[src/rtl/xb_local_arb.sv]
// Input-port local switch arbiter: round-robin VC pick, wormhole lock until tail grant, dequeue pulses.
// Optional XB_LARB_BYPASS_EN: zero-bubble turnover by re-arbitrating on the tail-grant cycle.
module xb_local_arb #(
   parameter int NV          = 4,
   parameter int MAX_PKT_LEN = 16
) (
   input  logic          clk,
   input  logic          rst,
   input  logic [NV-1:0] vc_req,
   input  logic [NV-1:0] vc_tail,
   input  logic          gnt,
   output logic [NV-1:0] sel,
   output logic          req_out,
   output logic [NV-1:0] vc_pop,
   output logic          err_pkt_len
);

   localparam int PW = (NV > 1) ? $clog2(NV) : 1;
   localparam logic [NV-1:0] ONE = NV'(1);

   typedef enum logic {IDLE, HOLD} state_t;

   state_t        state_reg;
   logic [NV-1:0] sel_reg;
   logic [PW-1:0] ptr_reg;
   logic [7:0]    cnt_reg;
   logic          err_reg;

   logic [PW-1:0] win_idx;
   logic [PW-1:0] next_ptr;
   logic [PW:0]   idle_pick;
   logic [8:0]    cnt_inc;
   logic          granted;
   logic          tail_hit;

   // Returns {found, index} of the first requester at or after start, wrapping mod NV.
   function automatic logic [PW:0] rr_pick(input logic [NV-1:0] req, input logic [PW-1:0] start);
      logic [PW:0] res;
      int          idx;
      res = '0;
      for (int k = NV - 1; k >= 0; k--) begin
         idx = (int'(start) + k) % NV;
         if (req[idx]) res = {1'b1, PW'(idx)};
      end
      return res;
   endfunction

   always_comb begin
      win_idx = '0;
      for (int i = 0; i < NV; i++) begin
         if (sel_reg[i]) win_idx = PW'(i);
      end
   end

   assign next_ptr  = (win_idx == PW'(NV - 1)) ? '0 : win_idx + PW'(1);
   assign idle_pick = rr_pick(vc_req, ptr_reg);
   assign cnt_inc   = {1'b0, cnt_reg} + 9'd1;

   assign req_out  = (state_reg == HOLD) & |(vc_req & sel_reg);
   assign granted  = gnt & req_out;
   assign tail_hit = vc_tail[win_idx];

   genvar gi;
   generate
      for (gi = 0; gi < NV; gi++) begin : g_pop
         assign vc_pop[gi] = sel_reg[gi] & granted;
      end
   endgenerate

`ifdef XB_LARB_BYPASS_EN
   logic [PW:0] byp_pick;
   assign byp_pick = rr_pick(vc_req & ~sel_reg, next_ptr);
`endif

   always_ff @(posedge clk) begin
      if (rst) begin
         state_reg <= IDLE;
         sel_reg   <= '0;
         ptr_reg   <= '0;
         cnt_reg   <= '0;
         err_reg   <= 1'b0;
      end else begin
         case (state_reg)
            IDLE: begin
               if (idle_pick[PW]) begin
                  sel_reg   <= ONE << idle_pick[PW-1:0];
                  cnt_reg   <= '0;
                  state_reg <= HOLD;
               end else begin
                  sel_reg <= '0;
               end
            end
            HOLD: begin
               // Lock is held while the winner stalls; only a grant moves the FSM.
               if (granted) begin
                  if (tail_hit) begin
                     ptr_reg <= next_ptr;
                     cnt_reg <= '0;
`ifdef XB_LARB_BYPASS_EN
                     if (byp_pick[PW]) begin
                        sel_reg <= ONE << byp_pick[PW-1:0];
                     end else begin
                        sel_reg   <= '0;
                        state_reg <= IDLE;
                     end
`else
                     sel_reg   <= '0;
                     state_reg <= IDLE;
`endif
                  end else begin
                     if (cnt_reg != 8'hFF) cnt_reg <= cnt_inc[7:0];
                     if (cnt_inc >= 9'(MAX_PKT_LEN)) err_reg <= 1'b1;
                  end
               end
            end
            default: state_reg <= IDLE;
         endcase
      end
   end

   assign sel         = sel_reg;
   assign err_pkt_len = err_reg;

endmodule

[config.mk]
export PLATFORM = sky130hd
export DESIGN_NAME = xb_local_arb
export DESIGN_NICKNAME = d
export VERILOG_FILES = /design/src/rtl/xb_local_arb.sv
export SDC_FILE = /design/constraint.sdc
export NUM_CORES = 1
export LEC_CHECK = 0
export ABC_CLOCK_PERIOD_IN_PS = 1870
export CAP_MARGIN = 20
export CORE_ASPECT_RATIO = 1.4
export CORE_MARGIN = 3
export CORE_UTILIZATION = 45
export DETAILED_ROUTE_END_ITERATION = 12
export PLACE_DENSITY = 0.75
export SYNTH_ARGS = -nofsm -noshare
export SYNTH_HDL_FRONTEND = slang
export SYNTH_SLANG_ARGS = --single-unit
export TNS_END_PERCENT = 50
[constraint.sdc]
create_clock -name clk -period 1.87 [get_ports clk]
set_input_delay 0.187 -clock clk [delete_from_list [all_inputs] [get_ports clk]]
set_output_delay 0.187 -clock clk [all_outputs]
set_load 0.01 [all_outputs]
==> results.txt, run 1 <==
final hold violation count - 0
Vias/cell - 5.98
top cell type's share of synthesized area - 31.2%
Port Buffers - 20
Slew Limit Fails - 0
DRC Markers - 0
Place WS - -159 ps
num ports - 21
Crit-path slowest cell - clkdlybuf4s50_1
number of hold buffers added after CTS - 0
Top FF cell, synth - dfxtp_1
1st-pass router iterations - 4
routability-driven placement congestion ratio - 0.799
vias - 1070
# diodes - 0
clk_lat worst skew - 280 ps
critical-path cell list - clkdlybuf4s50_1 > a22oi_2 > a21oi_4 > buf_4 > or2_1 > buf_4 > a211oi_1
DRT iter0 DRCs - 11
global-route wire length before repair - 4500 um
total core area - 2070 um^2
TritonCTS clock tree - built
Most common cell on crit path - buf_4
Util after Layout - 66.3%
row cnt - 19
Hold WC Path Type - flip-flop to flip-flop
Syn Inst Count - 125
skew final - 1.44 ps
pwr dens - 541 nW/um^2
CTS clk-pin slew, worst paths - 90 ps
endpoint type of the worst setup path - flip-flop
Final nets - 171
Worst slew margin - 75.3%
die area - 2900 um^2
Die Width - 46.4 um
drt total wl - 2660 um
total of warnings raised by yosys - 0
Distinct cells, synth - 51
top cells by area, synth - dfxtp_1 (31%), nand2_1 (5.1%), a21oi_1 (4.9%)
Seq/Total Area, Yosys - 31.2%
initial core utilization - 49.7%
Max Clk Rate - 569 MHz
Inserted Clock Buffers - 3
final setup vio count - 0
dpl hpwl - 2050 um
Remaining Overflow, GRT - 0
Layout area overhead - 33.5%
setup TNS - 0 ps
post-route ant nets - 0
Slew @ Worst Pin - 370 ps
vias in the first global route - 1030
routed len/inst - 14.9 um
Yosys top cell by area - dfxtp_1
clock sinks - 16
period utilization - 94.0%
filler cell count - 181
Mapped Area - 1030 um^2
CP startpoint kind - input port
top-count cell post-synth - dfxtp_1
syn avg cell area - 8.22 um^2
Final min period - 1760 ps
status - complete, no violations
worst IR drop on VDD - 0.393 mV
leakage - 0.557 nW
largest net degree at the start of global routing - 15
final worst setup slack - 112 ps
Max Cap Viol - 0
H-tree levels - 1
flop and latch count out of synthesis - 16
Post-synth ARST share - 0%
Crit Path Class - input port to flip-flop
share of cells above drive strength 1 - 23.4%
total track usage - 20.2%
unrepaired setup endpoints after global routing - false
Worst Path Required - 2070 ps
top cells by instance count after synthesis - dfxtp_1 (16), nand2_1 (14), a21oi_1 (10), nor2_1 (6), a211oi_1 (5)
clock buffer depth - 2
number of synthesized flops with an enable pin - 0
max reg flops - 8
syn_nets - 137
initial antenna violation count - 0
CTS Root Cell - clkbuf_4
worst-path fanout max - 10
CP max stage delay - 470 ps
crit path DAT - 1960 ps
die height - 62.5 um
[critical path, delay by kind of cell]
kind                   cells  cell delay (ps)
AOI/OAI and AO/OA          3              580
and+or+nand+nor            1              360
buffers and inverters      3              830
[where the power goes]
group,internal (mW),switching [mW],total (mW)
Sequential,0.348,0.0116,0.360
Combinational,0.0808,0.0749,0.156
Clock,0.119,0.109,0.227
Total,0.547,0.195,0.742
[final cells by class]
class | count | area [um^2] | area share [%]
Timing Repair Buffer | 35 | 304 | 22.2
Tap cell | 21 | 26.3 | 1.92
Multi-Input combinational cell | 98 | 659 | 48.1
Clock buffer | 4 | 36.3 | 2.65
Inverter | 5 | 18.8 | 1.37
Sequential cell | 16 | 327 | 23.8
[timing repair]
action | 4_1_cts | 5_1_grt
setup buffers | 1 | 0
endpoints found under the setup margin | 5 | 1
pin swaps | 2 | 0
resized for setup | 11 | 1
[kinds of logic (layout without fill, tap and decap cells)]
| kind of cell | count (synthesis) | count (layout) | share of synthesized area, % |
|---|---|---|---|
| simple gates | 51 | 51 | 28.3 |
| buf+inv | 11 | 44 | 5.11 |
| mux | 1 | 1 | 0.974 |
| compound gates | 45 | 45 | 33.3 |
| flops | 16 | 16 | 31.2 |
| fa+ha+maj | 1 | 1 | 1.22 |
[placed cells by master (no fill, tap or decap), types with 2 or more instances in the layout]
cell / instances
clkdlybuf4s50_1: 13
o21ai_0: 4
a31oi_1: 2
nand3_1: 4
inv_1: 4
dfxtp_2: 2
and2_2: 4
a21oi_1: 10
buf_4: 15
a21boi_0: 2
nand2b_1: 4
o21ai_1: 2
a21o_1: 2
nor2_1: 6
dfxtp_1: 13
a211oi_2: 2
a211oi_1: 4
dlygate4sd2_1: 7
clkbuf_4: 3
nand2_1: 14
or3_1: 2
nor3b_1: 3
a41oi_1: 3
a22oi_2: 2
and2_1: 2
[per-stage QoR]
stage | instance area (um^2) | power [mW] | hold WS, ps | std cells
floorplan | 1030 | 0.445 | 362 | 125
global placement | 1330 | 0.520 | 455 | 174
detailed placement | 1330 | 0.524 | 463 | 174
CTS | 1370 | 0.753 | 489 | 179
global route | 1370 | 0.784 | 520 | 179
finish | 1370 | 0.742 | 481 | 179
[path summary, 6_finish.rpt]
path               from          to  slack [ps]  cells past startpoint
min reg2reg  ptr_reg[0]  ptr_reg[0]         480                      2
min          ptr_reg[0]  ptr_reg[0]         480                      2
max           vc_req[3]  cnt_reg[2]         110                      7
max reg2reg      sel[3]  cnt_reg[2]         120                      6
[layer usage]
| layer | GRT usage (%) | up-vias | wire length [um] |
|---|---|---|---|
| met1 | 22.4 | 509 | 1030 |
| li1 | - | 534 | - |
| met4 | 6.41 | 0 | 28 |
| met2 | 37.2 | 23 | 1530 |
| met5 | 0 | - | 0 |
| met3 | 1.73 | 4 | 75 |
Power figures use the tool's default switching activity.
==> run 2, diff against run 1 <==
Settings changed: SLEW_MARGIN from default to 5.
==> results of run 2 <==
Final layout, timing and power as in run 1 (identical DEF).
==> run 3, diff against run 2 <==
Settings changed: CORE_ASPECT_RATIO 1.4 to 0.7.
==> run 3 against run 2 <==
Against the previous run: design area is 1.3% higher; utilization is 3.1 points higher; non-clock buffer count stayed put; fmax is 4.2% lower; clock power is 4% higher; critical path depth is 2 lower; sequential cell count stayed put; die area hardly changed; total power is 1.4% higher; count of clock-buffer cells in the layout stayed put; first-iteration DRC count grew to 4.1 times the previous value; critical endpoint is now req_out.
==> results.txt, run 3 (synthesis gave the netlist of run 1 again) <==
status - complete, no violations
endpoint type of the worst setup path - output pin
Remaining Overflow, GRT - 0 (unchanged)
CTS Root Cell - clkbuf_4
Min Hold Slack - 476 ps (-4.55 ps)
DRT iter0 DRCs - 45 (+34)
Max Cap Viol - 0 (unchanged)
clock buffer depth - 2 (unchanged)
DRC Markers - 0 (unchanged)
worst hold path stage count - 2 (unchanged)
initial core utilization - 51.3% (+1.7 points)
pwr dens - 542 nW/um^2 (+0.17%)
Final nets - 171 (unchanged)
clk_lat worst skew - 300 ps (+20 ps)
r2r startpoint - sel[2]
RR Endpoint - cnt_reg[7]
Die Width - 63.1 um (+36%)
global-route wire length before repair - 4600 um (+2.2%)
total power - 753 uW (+1.4%)
number of hold buffers added after CTS - 0 (unchanged)
period utilization - 98.1% (+4.1 points)
leakage - 0.555 nW (-0.41%)
Crit-path slowest cell - clkdlybuf4s50_1
Hold Path Sink - ptr_reg[0]
worst-path fanout max - 2 (-8)
Vias/cell - 5.84 (-2.4%)
total core area - 2000 um^2 (-3.3%)
final hold violation count - 0 (unchanged)
TritonCTS clock tree - built
skew final - 4.99 ps (+3.55 ps)
routability-driven placement congestion ratio - 0.864 (+8.1%)
largest net degree at the start of global routing - 15 (unchanged)
row cnt - 13 (-6)
dpl hpwl - 2030 um (-1.4%)
critical-path cell list - clkdlybuf4s50_1 > a22oi_2 > nand2_1 > and2_1 > clkdlybuf4s50_1
min-delay src - ptr_reg[0]
Final min period - 1840 ps (+77.4 ps)
WP buf/inv - 2 (-1)
Most common cell on crit path - clkdlybuf4s50_1
# diodes - 0 (unchanged)
commonest cells after routing, fill and taps aside - clkdlybuf4s50_1 (15), buf_4 (15), nand2_1 (14)
final worst setup slack - 35.0 ps (-77.4 ps)
CP max stage delay - 470 ps (about the same)
Inserted Clock Buffers - 3 (unchanged)
vias in the first global route - 988 (-4.1%)
worst IR drop on VDD - 0.336 mV (-14%)
clock sinks - 16 (unchanged)
H-tree levels - 1 (unchanged)
CP startpoint kind - input port
Worst path depth - 5 (-2)
1st-pass router iterations - 4 (unchanged)
Hold WC Path Type - flip-flop to flip-flop
CP delay by family, top - buffers and inverters
drt total wl - 2660 um (unchanged)
share of cells above drive strength 1 - 24.1% (+0.63 points)
Place WS - -135 ps (+23.9 ps)
final setup vio count - 0 (unchanged)
Slew Limit Fails - 0 (unchanged)
initial antenna violation count - 0 (unchanged)
Layout area overhead - 35.2%
Reg2Reg Setup Slack - 60 ps (-60 ps)
crit path DAT - 1650 ps (-310 ps)
Port Buffers - 20 (unchanged)
max reg flops - 8 (unchanged)
total track usage - 20.8% (+0.62 points)
R2R cell count - 7 (+1)
Slew @ Worst Pin - 366 ps (-4.17 ps)
Worst Path Required - 1680 ps (-390 ps)
Worst slew margin - 75.4% (+0.18 points)
vias - 1097 (+2.5%)
post-route ant nets - 0 (unchanged)
unrepaired setup endpoints after global routing - true
Crit Path Class - input port to output pin
num ports - 21 (unchanged)
die height - 46.0 um (-26%)
routed len/inst - 14.1 um (-4.8%)
Max Clk Rate - 545 MHz (-4.2%)
CTS clk-pin slew, worst paths - 100 ps (about the same)
die area - 2900 um^2 (about the same)
## run 3: cell count changes in the layout (fill, tap and decap cells not counted)
cell             delta
clkdlybuf4s50_1     +2
dfxtp_4             +2
dlygate4sd2_1       -2
a211oi_1            +1
a211oi_2            -1
dfxtp_1             -1
dfxtp_2             -1
or2_1               -1
or2_4               +1
## run 3: worst reg2reg max path, cell delays in order, from the launching register on
cell and delay [ps]:
dfxtp_2 410, a22oi_2 90, buf_4 150, a21oi_4 180
buf_4 150, or3b_4 390, or3_1 310, o21ai_1 70
## run 3: metal layers
metal / vias up / part of all wire [%] / global-route usage (%) / wire length [um]
li1: 536 / - / - / -
met1: 522 / 49 / 27.5 / 1300
met2: 37 / 43 / 33.5 / 1130
met3: 2 / 7.9 / 6.17 / 209
met4: 0 / 0.49 / 5.26 / 13
met5: - / 0 / 0 / 0
## run 3: area by class of cell
type / count / area [um^2]
inverter: 5 / 18.8
clock buffer: 4 / 36.3
multi-input combinational: 98 / 657
tap: 30 / 37.5
sequential: 16 / 333
fill: 174 / 612
timing repair buffer: 35 / 307
## run 3: worst max-delay path by stage
stage	from	end	slack, ps
floorplan	sel[1]	cnt_reg[7]	200
global placement	vc_req[3]	vc_pop[0]	-80
detailed placement	vc_req[3]	vc_pop[2]	-130
CTS	sel[3]	req_out	20
global route	vc_req[1]	req_out	-50
finish	vc_req[1]	req_out	30
## run 3: stage by stage
stage	std cells	instance area [um^2]	TNS (ps)	utilization [%]
2_1_floorplan	125	1030	0	-
4_1_cts	187	1380	0	68.9
5_1_grt	188	1390	-86.7	69.4
3_3_place_gp	181	1320	-422	66.0
6_report	188	1390	0	69.4
3_5_place_dp	181	1320	-1100	66.0
## run 3: what timing repair did
item | 4_1_cts | 5_1_grt
gates resized for setup | 12 | 1
pin swaps | 1 | 1
setup endpoints to repair | 5 | 2
buffers inserted | 2 | 1
endpoints found under the hold margin | 0 | 0
## run 3: power breakdown
part	switching [mW]	leakage, nW	total (mW)	internal, mW
clock	0.116	0.0210	0.235	0.119
combinational	0.0761	0.402	0.160	0.0840
sequential	0.0113	0.132	0.358	0.347
total	0.204	0.555	0.753	0.550
